--- config.mk ---
export PLATFORM = sky130hd
export DESIGN_NAME = mem_stage_bus
export DESIGN_NICKNAME = d
export VERILOG_FILES = /design/src/rtl/mem_stage_bus.sv
export SDC_FILE = /design/constraint.sdc
export NUM_CORES = 1
export LEC_CHECK = 0
export CORE_ASPECT_RATIO = 0.9
export CORE_MARGIN = 5
export CORE_UTILIZATION = 40
export CTS_BUF_LIST = sky130_fd_sc_hd__clkbuf_4
export CTS_CLUSTER_SIZE = 40
export DETAILED_ROUTE_END_ITERATION = 6
export PLACE_DENSITY = 0.7
export SYNTH_ARGS = -nofsm -noshare
export SYNTH_HDL_FRONTEND = slang
export SYNTH_SLANG_ARGS = --single-unit
--- constraint.sdc ---
create_clock -name Clk -period 4.5 [get_ports Clk]
set_input_delay 0.675 -clock Clk [delete_from_list [all_inputs] [get_ports Clk]]
set_output_delay 0.675 -clock Clk [all_outputs]
set_load 0.005 [all_outputs]
--- src/rtl/mem_stage_bus.sv ---
// M-stage memory unit: decodes and checks a load/store, runs it over a req/ack
// bus shared by data memory and IO, and loads the M/W register when it completes.
// Optional build macro MEM_TIMEOUT_EN adds an ack timeout that reports DBE (code 7).
module mem_stage_bus #(
  parameter logic [31:0] DM_LIMIT = 32'h00003000,
  parameter logic [31:0] IO_BASE  = 32'h00007F00,
  parameter logic [31:0] IO_LIMIT = 32'h00007F20,
  parameter int          WAIT_MAX = 15
) (
  input  logic        Clk,
  input  logic        Reset,
  input  logic        op_valid_M,
  input  logic        op_load_M,
  input  logic        op_store_M,
  input  logic [1:0]  op_size_M,
  input  logic        op_sext_M,
  input  logic [31:0] addr_M,
  input  logic [31:0] wdata_M,
  input  logic        exc_in_M,
  output logic        bus_req,
  output logic        bus_we,
  output logic [29:0] bus_addr,
  output logic [3:0]  bus_be,
  output logic [31:0] bus_wdata,
  input  logic        bus_ack,
  input  logic [31:0] bus_rdata,
  output logic        stall_M,
  output logic        exc_M,
  output logic [4:0]  exc_code_M,
  output logic        valid_W,
  output logic [31:0] rdata_W
);

  typedef enum logic [1:0] {IDLE = 2'd0, WAIT = 2'd1, DONE = 2'd2} state_t;

  localparam logic [4:0] EXC_ADEL = 5'd4;
  localparam logic [4:0] EXC_ADES = 5'd5;
`ifdef MEM_TIMEOUT_EN
  localparam logic [4:0] EXC_DBE  = 5'd7;
  localparam int         CW       = $clog2(WAIT_MAX + 1);
  localparam logic [CW-1:0] CNT_LAST = CW'(WAIT_MAX - 1);
`endif

  state_t      state, state_next;
  logic        mem, in_dm, in_io, misalign, addr_err, accept;
  logic [3:0]  be_c;
  logic [31:0] wdata_c;
  logic [1:0]  size_q, off_q;
  logic        sext_q;
  logic [31:0] rdata_q;
`ifdef MEM_TIMEOUT_EN
  logic [CW-1:0] wait_cnt;
  logic          dbe_q, timeout;
`endif

  // Lane select and extension of a returned read word; size 3 behaves as word.
  function automatic logic [31:0] extend(input logic [31:0] w, input logic [1:0] size,
                                         input logic [1:0] off, input logic sext);
    logic [7:0]  b;
    logic [15:0] h;
    b = w[{off, 3'b000} +: 8];
    h = off[1] ? w[31:16] : w[15:0];
    case (size)
      2'd0:    extend = sext ? {{24{b[7]}}, b} : {24'b0, b};
      2'd1:    extend = sext ? {{16{h[15]}}, h} : {16'b0, h};
      default: extend = w;
    endcase
  endfunction

  // NOTE: every combinational output gets a default before any branch, so no
  // path leaves a signal unassigned and no latch is inferred.
  always_comb begin
    mem      = op_valid_M & (op_load_M | op_store_M) & ~exc_in_M;
    in_dm    = addr_M < DM_LIMIT;
    in_io    = (addr_M >= IO_BASE) && (addr_M < IO_LIMIT);
    misalign = ((op_size_M == 2'd1) && addr_M[0]) ||
               (op_size_M[1] && (addr_M[1:0] != 2'b00));
    addr_err = mem && (misalign || !(in_dm || in_io) ||
                       (op_store_M && in_io && !op_size_M[1]));

    be_c    = 4'b1111;
    wdata_c = wdata_M;
    case (op_size_M)
      2'd0: begin
        be_c    = 4'b0001 << addr_M[1:0];
        wdata_c = {4{wdata_M[7:0]}};
      end
      2'd1: begin
        be_c    = addr_M[1] ? 4'b1100 : 4'b0011;
        wdata_c = {2{wdata_M[15:0]}};
      end
      default: ;
    endcase
  end

  always_comb begin
    state_next = state;
    stall_M    = 1'b0;
    exc_M      = 1'b0;
    exc_code_M = 5'd0;
    accept     = 1'b0;
`ifdef MEM_TIMEOUT_EN
    timeout    = 1'b0;
`endif
    case (state)
      IDLE: begin
        if (addr_err) begin
          exc_M      = 1'b1;
          exc_code_M = op_store_M ? EXC_ADES : EXC_ADEL;
        end else if (mem) begin
          accept     = 1'b1;
          stall_M    = 1'b1;
          state_next = WAIT;
        end
      end
      WAIT: begin
        stall_M = 1'b1;
        if (bus_ack) begin
          state_next = DONE;
        end
`ifdef MEM_TIMEOUT_EN
        else if (wait_cnt == CNT_LAST) begin
          timeout    = 1'b1;
          state_next = DONE;
        end
`endif
      end
      DONE: begin
        // The instruction still sitting in M is the one just completed; it is not re-accepted.
        state_next = IDLE;
`ifdef MEM_TIMEOUT_EN
        if (dbe_q) begin
          exc_M      = 1'b1;
          exc_code_M = EXC_DBE;
        end
`endif
      end
      default: state_next = IDLE;
    endcase
    if (Reset) begin
      stall_M    = 1'b0;
      exc_M      = 1'b0;
      exc_code_M = 5'd0;
    end
  end

  // NOTE: sequential state uses non-blocking assignments so every register
  // samples pre-edge values regardless of statement order.
  always_ff @(posedge Clk) begin
    if (Reset) begin
      state     <= IDLE;
      bus_req   <= 1'b0;
      bus_we    <= 1'b0;
      bus_addr  <= '0;
      bus_be    <= '0;
      bus_wdata <= '0;
      valid_W   <= 1'b0;
      rdata_W   <= '0;
      size_q    <= '0;
      off_q     <= '0;
      sext_q    <= 1'b0;
      rdata_q   <= '0;
`ifdef MEM_TIMEOUT_EN
      wait_cnt  <= '0;
      dbe_q     <= 1'b0;
`endif
    end else begin
      state   <= state_next;
      valid_W <= 1'b0;
      case (state)
        IDLE: begin
          if (accept) begin
            bus_req   <= 1'b1;
            bus_we    <= op_store_M;
            bus_addr  <= addr_M[31:2];
            bus_be    <= be_c;
            bus_wdata <= wdata_c;
            size_q    <= op_size_M;
            off_q     <= addr_M[1:0];
            sext_q    <= op_sext_M;
`ifdef MEM_TIMEOUT_EN
            wait_cnt  <= '0;
            dbe_q     <= 1'b0;
`endif
          end
        end
        WAIT: begin
          if (bus_ack) begin
            bus_req <= 1'b0;
            rdata_q <= bus_we ? 32'd0 : extend(bus_rdata, size_q, off_q, sext_q);
          end
`ifdef MEM_TIMEOUT_EN
          else if (timeout) begin
            bus_req <= 1'b0;
            dbe_q   <= 1'b1;
          end else begin
            wait_cnt <= wait_cnt + 1'b1;
          end
`endif
        end
        DONE: begin
`ifdef MEM_TIMEOUT_EN
          if (!dbe_q) begin
            valid_W <= 1'b1;
            rdata_W <= rdata_q;
          end
`else
          valid_W <= 1'b1;
          rdata_W <= rdata_q;
`endif
        end
        default: ;
      endcase
    end
  end

endmodule

# [Yosys cells after proc, flatten, opt, wreduce, memory -nomap -nowiden]
# Cells that the tools add are included.
[totals] elab_cells=78 ram_bits=0 out_inout_bits=108 latch_bits=0 reg_bits=140 mem_count=0 mem_bits_ro=0
[classes] n_shift=2 n_addsub=0 magnitude_cmp=3 n_eq_ne=8 n_mux=28 n_mul=0 div=0 n_bitwise=4 n_reduce_logical=21
[op_table] cell="32-bit one-hot mux with 2 select lines" n=2
[op_table] cell="32-bit two-way mux" n=3
[op_table] cell="32-bit by 15-bit >= comparator with 1-bit output, second input constant" n=1
[op_table] cell="32-bit by 14-bit less-than comparator with 1-bit output, second input constant" n=1
[op_table] cell="32-bit by 15-bit less-than comparator with 1-bit output, second input constant" n=1
[op_table] cell="32-bit by 6-bit indexed part select with 8-bit output" n=1
[op_table] cell="16-bit two-way mux" n=1
[op_table] cell="1-bit two-way mux" n=11
[op_table] cell="2-bit != test, second input constant" n=4
[op_table] cell="4-bit one-hot mux with 2 select lines" n=1
[op_table] cell="2-bit by 1-bit == test with 1-bit output, second input constant" n=3
[op_table] cell="1-bit logical AND" n=6
[op_table] cell="2-bit logical NOT" n=3
[op_table] cell="2-bit two-way mux" n=3
[op_table] cell="3-bit two-way mux" n=2
[op_table] cell="3-bit AND reduction" n=2
[op_table] cell="5-bit two-way mux" n=1
[op_table] cell="1-bit logical OR" n=4
[op_table] cell="4-bit two-way mux" n=1
[op_table] cell="1-bit one-hot mux with 2 select lines" n=2
[op_table] cell="2-bit one-hot mux with 2 select lines" n=1
[op_table] cell="2-bit AND reduction" n=2
[op_table] cell="2-bit nonzero test" n=2
[op_table] cell="1-bit by 2-bit << shifter with 4-bit output, first input constant" n=1
[op_table] cell="other kinds (5)" n=7

# [Longest topological paths before layout]
[logic_depth] word_depth=11 mapped_depth=8 depth_no_buf=5

# [Worst setup path after synthesis]
# Ideal clock, no wire load.
[synth_path] kind="in2out" from="input port addr_M[5]" to="output port stall_M" path_buffers=2 cell_stages=7 setup_slack_ns=1.106 arrival_ns=2.719 cell_sequence="or4b_1 > a2111o_1 > a2111oi_4 > buf_2 > buf_2 > nor2_1 > nor3_1"
[synth_via] elab_chain_cells=10
[synth_rtl] element="start, declared" line_no="17" rtl="input logic [31:0] addr_M,"
[synth_rtl] element="32-bit by 15-bit >= comparator with 1-bit output or 32-bit by 15-bit less-than comparator with 1-bit output (tied branches)" line_no="75" rtl="in_io = (addr_M >= IO_BASE) && (addr_M < IO_LIMIT);"
[synth_rtl] element="1-bit logical AND" line_no="75"
[synth_rtl] element="1-bit logical OR" line_no="78" rtl="addr_err = mem && (misalign || !(in_dm || in_io) ||"
[synth_rtl] element="1-bit logical NOT" line_no="78"
[synth_rtl] element="1-bit logical OR" line_no="78"
[synth_rtl] element="1-bit logical OR *" line_no="78"
[synth_rtl] element="1-bit logical AND *" line_no="78"
[synth_rtl] element="1-bit two-way mux *" line_no="107" rtl="if (addr_err) begin"
[synth_rtl] element="1-bit one-hot mux with 2 select lines *" line_no="105" rtl="case (state)"
[synth_rtl] element="1-bit two-way mux *" line_no="140" rtl="if (Reset) begin"
[synth_rtl] element="end, declared" line_no="27" rtl="output logic stall_M,"
# Every way passes the cells marked *; elsewhere a longest branch is shown, timed or not.

# [Final worst setup path]
# Ends and elaborated chain as after synthesis.

==> metrics.txt <==
status complete, no violations; first-pass GRT wire length 27.1 mm; Clock Skews 0.0166 ns; Num CTS Buffers 17; dominant cells by area after synthesis dfxtp_1 (50%), mux2i_1 (10%), nand2_1 (8.4%), o21ai_0 (5.2%), nor2_1 (4.7%); Initial Util 0.405; share of cells above drive strength 1 0.0456; Post-CTS Resized 0; fin cells 1049; Fin Hold WS 0.450 ns; # IOs 214; DR iter-0 viols 330; Worst-path clk slew 0.12 ns; Yosys warning count 0; Pre-Repair DR Iteration Count 5; htree depth 4; register area share after synthesis 0.496; CP delay by family, top buffers and inverters; Post-synth top flop dfxtp_1; final setup margin 0.502 ns; Final Max Tran Viols 0; clk_lat worst skew 0.53 ns; Pwr Density 270 mW/mm^2; Place WS 0.366 ns; die width 135 um; crit path max-delay cell type clkdlybuf4s50_1; CP Cell Sequence clkdlybuf4s50_1 > or4b_1 > a2111o_1 > a2111oi_4 > nor2_1 > nor3_1 > clkdlybuf4s50_1; antenna violations before repair 0; via count 5340; Synth cell types 40; fraction of registers with async set/reset 0; critical path class input port to primary output; hold buffers post-CTS 0; Finish-stage setup viols 0; largest net degree at the start of global routing 79; post-route setup TNS 0 ns; post-route cell area 0.00808 sq mm; TritonCTS Sinks 140; crit end category primary output; maximum clock frequency 0.250 GHz; site row count 41; Layout area overhead 43.2%; GP Congestion 0.887; grt total ovfl 0; vias in the first global route 5227; slowest stage delay, CP 0.54 ns; register bit total from synthesis 140; Hold Path Class flip-flop to flip-flop; CTS Buffer Depth 2; Detailed Route WL 17.4 mm; nets 949; input/output buffers 210; Worst Path Required 3.83 ns; Die H 123 um; post-synth top area share 0.496; Netlist Area Pre-Place 0.00565 sq mm; Core ar. 0.0140 sq mm; post-route ant nets 0; gr usage total 0.208; leakage 2.72 nW; most frequent cell after synthesis dfxtp_1; CP Data Arrival Time 3.32 ns; MaxCap Viol Count 0; number of antenna diodes 0; root buffer cell clkbuf_4; vias per std cell 5.09; CTS tree yes; min Tclk post-route 4.00 ns; CP Launch Type input port; Final Hold Viols 0; Placed Area 0.00782 sq mm; Worst Path Max Fanout 2; Synth top cells by count dfxtp_1 (140), nand2_1 (126), nor2_1 (71), o21ai_0 (59), mux2i_1 (58); CP dominant cell by count clkdlybuf4s50_1; DIE AREA 0.0166 sq mm; Slew HR 0.136; area leader, netlist dfxtp_1; wire per inst 16.6 um; # DRC 0; RSZ-0062 raised after global routing no; Inst Count DP 1017; Worst VDD drop 0.207 mV; EDFF count, synth 0; Post-Syn Area per Cell 8.57 sq um; Worst Path Buf+Inv 2; HPWL after DPL 12.7 mm; Worst Max-Slew Pin Slew 1.30 ns; Post-Synthesis Cells 659; Post-CTS Setup Inserts 0; period utilization 0.888
per-layer routing:
metal,GRT usage,vias up,share of wire
li1,-,2630,-
met1,0.259,2465,0.42
met2,0.329,222,0.46
met3,0.0910,23,0.11
met4,0.0611,0,0.014
met5,0,-,0
worst register-to-register path, cell delays in order, from the launching register on:
cell,delay (ns)
dfxtp_1,0.38
nor4b_1,0.51
o21ai_0,0.29
a2111oi_4,0.30
buf_4,0.82
nor2_1,0.42
and2_1,0.29
kinds of logic (layout without fill, tap and decap cells):
family / Yosys count / in the layout / synth area share
simple gates: 253 / 253 / 0.196
compound gates: 147 / 147 / 0.156
flops: 140 / 140 / 0.496
mux: 60 / 60 / 0.109
buf+inv: 58 / 253 / 0.0428
other cells: 1 / 3 / 0.000664
registers in the layout, indices dropped and copies added (netlist names):
register / cells
off_q: 2
size_q: 2
sext_q: 1
bus_wdata: 32
rdata_W: 32
valid_W: 1
bus_we: 1
bus_req: 1
rdata_q: 32
bus_be: 4
bus_addr: 30
state: 2
power breakdown:
| group | leakage (nW) | total [mW] | internal (mW) | switching (mW) |
|---|---|---|---|---|
| combinational | 1.45 | 0.178 | 0.101 | 0.0762 |
| clock | 0.145 | 0.765 | 0.342 | 0.423 |
| sequential | 1.13 | 1.24 | 1.24 | 0.000000330 |
| total | 2.72 | 2.18 | 1.68 | 0.499 |
metrics by stage:
stage	util	power, mW
finish	0.579	2.18
CTS	0.579	2.21
floorplan	-	1.32
detailed placement	0.561	1.44
global route	0.579	2.28
global placement	0.561	1.44
worst paths after layout:
check                           start                        end  slack [ns]  cells past startpoint
max                         addr_M[5]                    stall_M        0.50                      7
min          rdata_q[14]$_SDFFE_PP0P_   rdata_W[14]$_SDFFE_PP0P_        0.45                      2
max reg2reg     state[0]$_SDFFE_PP0P_  bus_addr[15]$_SDFFE_PP0P_        1.38                      6
min reg2reg  rdata_q[14]$_SDFFE_PP0P_   rdata_W[14]$_SDFFE_PP0P_        0.45                      2
area by class of cell:
cell class / count / area [sq um]
Clock inverter: 11 / 101
Timing Repair Buffer: 216 / 2140
Inverter: 5 / 18.8
Clock buffer: 21 / 158
Tap cell: 193 / 241
Multi-Input combinational cell: 463 / 2620
Sequential cell: 140 / 2800
Fill cell: 1237 / 5870
cells in the final DEF, fill, tap and decap left out, types with 2 or more instances in the layout:
| cell type | count |
|---|---|
| a211oi_1 | 10 |
| a21oi_1 | 51 |
| a311oi_1 | 12 |
| and2_1 | 18 |
| buf_4 | 7 |
| bufinv_16 | 2 |
| clkbuf_4 | 21 |
| clkdlybuf4s50_1 | 209 |
| clkinv_1 | 5 |
| clkinv_2 | 3 |
| conb_1 | 3 |
| dfxtp_1 | 140 |
| inv_1 | 5 |
| mux2i_1 | 58 |
| nand2_1 | 126 |
| nand2b_1 | 5 |
| nor2_1 | 71 |
| nor2b_1 | 2 |
| nor3_1 | 3 |
| nor4_1 | 4 |
| o21ai_0 | 59 |
| o221ai_1 | 6 |
| or3_1 | 8 |
| or4_1 | 7 |
(Power assumes the default switching activity.)
